===== config.mk =====
export PLATFORM = sky130hd
export DESIGN_NAME = max_voltage_tracker
export DESIGN_NICKNAME = d
export VERILOG_FILES = /design/src/rtl/max_voltage_tracker.sv
export SDC_FILE = /design/constraint.sdc
export NUM_CORES = 1
export LEC_CHECK = 0
export CAP_MARGIN = 10
export CELL_PAD_IN_SITES_DETAIL_PLACEMENT = 1
export CELL_PAD_IN_SITES_GLOBAL_PLACEMENT = 1
export CORE_MARGIN = 10
export CORE_UTILIZATION = 35
export DETAILED_ROUTE_END_ITERATION = 6
export PLACE_DENSITY = 0.64
export RECOVER_POWER = 100
export SYNTH_ARGS = -nofsm -noshare
export SYNTH_HDL_FRONTEND = slang
export SYNTH_SLANG_ARGS = --single-unit

===== constraint.sdc =====
create_clock -name CLK -period 3.5 [get_ports CLK]
set_input_delay 0.875 -clock CLK [delete_from_list [all_inputs] [get_ports CLK]]
set_output_delay 0.875 -clock CLK [all_outputs]
set_load 0.02 [all_outputs]

===== src/rtl/max_voltage_tracker.sv =====
// Sliding-window average of photodiode samples with hysteretic running-max tracking.
// NEW_MAX pulses on each new maximum; MAX_VALID presents the final maximum after a sweep drains.
module max_voltage_tracker #(
    parameter int DATA_W   = 12,
    parameter int AVG_LOG2 = 2,
    parameter int HYST     = 4
) (
    input  logic              CLK,
    input  logic              CNT_RST,
    input  logic              SWEEP_START,
    input  logic              SWEEP_END,
    input  logic              SAMPLE_VALID,
    input  logic [DATA_W-1:0] SAMPLE,
    output logic              NEW_MAX,
    output logic [DATA_W-1:0] MAX_VAL,
    output logic              MAX_VALID,
    output logic [2:0]        STATE
);
    localparam int DEPTH = 1 << AVG_LOG2;
    localparam int SUM_W = DATA_W + AVG_LOG2;
    localparam int CNT_W = AVG_LOG2 + 1;

    typedef enum logic [2:0] {
        IDLE  = 3'd0,
        FILL  = 3'd1,
        TRACK = 3'd2,
        DRAIN = 3'd3,
        DONE  = 3'd4
    } state_t;

    state_t                         state_q, state_d;
    logic [DEPTH-1:0][DATA_W-1:0]   win_q, win_d;
    logic [SUM_W-1:0]               sum_q, sum_d;
    logic [CNT_W-1:0]               fill_q, fill_d;
    logic                           cmp_vld_q, cmp_vld_d;
    logic                           cmp_load_q, cmp_load_d;
    logic [DATA_W-1:0]              max_q, max_d;
    logic                           new_max_q, new_max_d;
    logic                           max_valid_q, max_valid_d;
    logic                           drain_q, drain_d;

    logic                           accept, fill_last;
    logic [DATA_W-1:0]              avg;
    logic [DATA_W:0]                thresh;

    // State register plus all datapath flops
    always_ff @(posedge CLK or posedge CNT_RST) begin
        if (CNT_RST) begin
            state_q     <= IDLE;
            win_q       <= '0;
            sum_q       <= '0;
            fill_q      <= '0;
            cmp_vld_q   <= 1'b0;
            cmp_load_q  <= 1'b0;
            max_q       <= '0;
            new_max_q   <= 1'b0;
            max_valid_q <= 1'b0;
            drain_q     <= 1'b0;
        end else begin
            state_q     <= state_d;
            win_q       <= win_d;
            sum_q       <= sum_d;
            fill_q      <= fill_d;
            cmp_vld_q   <= cmp_vld_d;
            cmp_load_q  <= cmp_load_d;
            max_q       <= max_d;
            new_max_q   <= new_max_d;
            max_valid_q <= max_valid_d;
            drain_q     <= drain_d;
        end
    end

    // Next-state logic; SWEEP_START outranks everything
    always_comb begin
        state_d = state_q;
        if (SWEEP_START) begin
            state_d = FILL;
        end else begin
            case (state_q)
                FILL: begin
                    if (SWEEP_END)                state_d = IDLE;
                    else if (accept && fill_last) state_d = TRACK;
                end
                TRACK:   if (SWEEP_END) state_d = DRAIN;
                DRAIN:   if (drain_q)   state_d = DONE;
                default: state_d = state_q;
            endcase
        end
    end

    // FSM-derived controls
    always_comb begin
        accept    = SAMPLE_VALID && !SWEEP_START && !SWEEP_END &&
                    (state_q == FILL || state_q == TRACK);
        fill_last = (state_q == FILL) && (fill_q == CNT_W'(DEPTH - 1));
        drain_d   = (state_q == DRAIN) && (state_d == DRAIN);
    end

    assign avg    = sum_q[SUM_W-1:AVG_LOG2];
    assign thresh = {1'b0, max_q} + (DATA_W+1)'(HYST);

    // Stage 1 updates the window; stage 2 compares the average it left behind
    always_comb begin
        win_d       = win_q;
        sum_d       = sum_q;
        fill_d      = fill_q;
        cmp_vld_d   = 1'b0;
        cmp_load_d  = 1'b0;
        max_d       = max_q;
        new_max_d   = 1'b0;
        max_valid_d = 1'b0;
        if (SWEEP_START) begin
            win_d  = '0;
            sum_d  = '0;
            fill_d = '0;
            max_d  = '0;
        end else begin
            if (cmp_vld_q && (cmp_load_q || ({1'b0, avg} > thresh))) begin
                max_d     = avg;
                new_max_d = 1'b1;
            end
            if (accept) begin
                win_d      = {win_q[DEPTH-2:0], SAMPLE};
                sum_d      = sum_q + SUM_W'(SAMPLE) - SUM_W'(win_q[DEPTH-1]);
                cmp_vld_d  = (state_q == TRACK) || fill_last;
                cmp_load_d = fill_last;
                if (state_q == FILL) fill_d = fill_q + CNT_W'(1);
            end
            max_valid_d = (state_d == DONE);
        end
    end

    assign NEW_MAX   = new_max_q;
    assign MAX_VAL   = max_q;
    assign MAX_VALID = max_valid_q;
    assign STATE     = state_q;
endmodule


==> results.yml <==
run_status:
  outcome: "finished, violations left"
  violations: "capacitance limit, slew limit"
timing:
  finalSetupViolCount: 0
  slew_viol_final: 37
  min_period_ps: 3371
  hold_viol: 0
  tns_ps: 0
  fin_crit_sh: 0.9632
  fin_skew_ps: 6.925
  fmax_ghz: 0.2966
  tightestPinTransition_ps: 1635
  relSlewSlack: -0.09598
  setup_ws_ps: 128.9
  rsz0062_at_grt: "no"
global_routing:
  grt_pass1_wl_mm: 19.75
  antenna_found_initial: 0
  grt_pass1_vias: 3884
  grt_max_degree: 51
  globalRoute.totalOverflow: 0
  grtUsageTotal: 0.1333
routing:
  wirelength_mm: 11.45
  vias_per_cell: 5.031
  drc: 0
  num_vias: 3718
  wl_per_cell_um: 15.49
  drt_iter0_markers: 161
  dr.pass1.iters: 4
  final_antenna_net_count: 0
synth:
  ys_ff_latch: 85
  synth_area_um2: 4721
  synthCells: 510
  yosysWarningCount: 0
  async_flop_share: 1.000
  yosysTopAreaCellShare: 0.4506
  ys_seq_area_frac: 0.4506
  syn_nets: 568
  syn_avg_cell_area_um2: 9.256
  synth_top_cell_by_area: "dfrtp_1"
  synth-edff-count: 0
  synthTopCellsByCount: "nand2_1 (91), dfrtp_1 (85), nand3_1 (62)"
  synth_area_leaders: "dfrtp_1 (45%), ha_1 (7.7%), nand2_1 (7.2%)"
  synthFlopType: "dfrtp_1"
  synth_cell_types: 46
  yosysMostFrequentCell: "nand2_1"
floorplanning:
  die_width_um: 136.1
  coreArea_um2: 13240
  row_count: 42
  initial_utilization: 0.3565
  io_pins: 34
  dieHeight_um: 136.1
  dieArea_um2: 18530
setup_path:
  worst-setup-path-type: "in -> reg"
  rr_endpoint: "MAX_VAL[1]$_DFFE_PP0P_"
  cp_max_fo: 3
  r2r-start: "MAX_VAL[2]$_DFFE_PP0P_"
  worst_r2r_path_depth: 13
  cp-start-kind: "input pin"
  reg2reg_slack_ps: 440
  cp.required_ps: 3720
  cp-end-kind: "flip-flop"
  crit_arrival_ps: 3590
job:
  maxCapViolCount: 1
clock_network:
  cts_max_path_buffers: 2
  worstSkewPairLatency_ps: 350
  cts_tree: "built"
  h-tree-depth: 3
  clock-sinks: 85
  path_clk_slew_ps: 60
  clockRootBuffer: "clkbuf_16"
  cts_buffers: 9
pwr:
  power_uw: 2645
  switching_share: 0.2692
  vdd_drop_max_mv: 0.3270
  p_per_area_nw_per_um2: 462.1
  power.switching_uw: 712.0
  power.share.clock: 0.399
  leakagePower_uw: 0.002874
  power_frac_comb: 0.209
  seqPwrFrac: 0.392
  intPower_uw: 1933
cells_and_area:
  final_nets: 616
  drive_gt1_frac: 0.1012
  diodes: 0
  syn_to_final_growth_pct: 21.23
placement:
  io_buffers: 33
  place_ws_ps: -340.1
  gp_congestion: 0.8386
  hpwl_mm: 8.150
worst_hold_path:
  hold_path_depth: 2
  hold_path.startpoint: "win_q[33]$_DFFE_PP0P_"
  holdPathEnd: "win_q[45]$_DFFE_PP0P_"
  hp-class: "reg -> reg"
## metrics by stage
| stage | hold slack [ps] | instances | instance area [um^2] | util |
|---|---|---|---|---|
| 3_5_place_dp | 454.9 | 723 | 5400 | 0.4078 |
| 3_3_place_gp | 447.7 | 723 | 5400 | 0.4078 |
| 4_1_cts | 468.9 | 739 | 5728 | 0.4325 |
| 5_1_grt | 501.0 | 739 | 5723 | 0.4322 |
| 6_report | 468.0 | 739 | 5723 | 0.4322 |
| 2_1_floorplan | 438.4 | 510 | 4721 | - |
## cells in the final DEF, fill, tap and decap left out, types with 4 or more instances in the layout
| cell type | n |
|---|---|
| o31ai_1 | 4 |
| and3_1 | 5 |
| buf_4 | 25 |
| nand2_1 | 91 |
| nor2b_1 | 4 |
| xnor2_1 | 9 |
| clkbuf_16 | 9 |
| a21o_1 | 9 |
| nand3_1 | 62 |
| clkdlybuf4s50_1 | 14 |
| inv_1 | 54 |
| xor2_1 | 11 |
| ha_1 | 28 |
| a21oi_1 | 20 |
| o21ai_0 | 22 |
| nor2_1 | 13 |
| dfrtp_1 | 85 |
| fa_1 | 12 |
| a22o_1 | 12 |
| dlygate4sd3_1 | 19 |
## area by class of cell
cell class / instances / area, um^2
repair buffers: 63 / 546.8
well taps: 176 / 220.2
clock buffers: 13 / 260.3
fillers: 1544 / 7520
inverters: 56 / 211.5
flip-flops and latches: 85 / 2127
clock inverters: 3 / 67.56
multi-input cells: 343 / 2290
## state kept, by name, summed over array words and instances, names as in the netlist
name / flops
win_q: 48
sum_q: 14
MAX_VAL: 12
STATE: 3
fill_q: 3
MAX_VALID: 1
NEW_MAX: 1
cmp_load_q: 1
cmp_vld_q: 1
drain_q: 1
## cell families after synthesis
| logic type | count (synthesis) | synth area share |
|---|---|---|
| muxes | 3 | 0.006626 |
| and+or+nand+nor | 189 | 0.1834 |
| xor gates and xnor gates | 20 | 0.03711 |
| buffers and inverters | 82 | 0.06944 |
| DFF | 85 | 0.4506 |
| AOI/OAI and AO/OA | 90 | 0.1251 |
| adders and majority gates | 41 | 0.1278 |
## critical path, cell delays in order
cell and delay (ps):
clkdlybuf4s50_1 450, inv_1 60, fa_1 530, inv_1 70, fa_1 460, a21o_1 200
a21bo_2 220, a31o_2 280, a31oi_2 210, xor2_1 150, o21ai_0 80
## timing repair
| item | 4_1_cts | 5_1_grt |
|---|---|---|
| buffers inserted | 0 | 0 |
| setup endpoints to repair | 0 | 4 |
| resized for setup | 0 | 7 |
| hold buffers | 0 | 0 |
## layer usage
metal	GRT usage	wire [um]	vias to the layer above
met5	0	0	-
met1	0.1635	5343	1866
met3	0.03210	274	11
met2	0.2214	5629	36
met4	0.05089	198	0
li1	-	-	1805
## worst max-delay path by stage
stage	end	slack, ps	from
detailed placement	sum_q[11]$_DFFE_PP0P_	-340	SAMPLE[1]
CTS	sum_q[11]$_DFFE_PP0P_	40	SAMPLE[1]
global placement	sum_q[11]$_DFFE_PP0P_	-280	SAMPLE[1]
finish	sum_q[10]$_DFFE_PP0P_	130	SAMPLE[1]
global route	sum_q[10]$_DFFE_PP0P_	4	SAMPLE[1]
floorplan	sum_q[11]$_DFFE_PP0P_	350	SAMPLE[1]
## power groups by stage
stage	Combinational (uW)	Clock (uW)	Sequential, uW
floorplan	355	0	1040
global placement	533	0	1050
detailed placement	547	0	1060
CTS	551	1090	1040
global route	635	1120	1040
finish	553	1050	1040
Power figures use the tool's default switching activity.
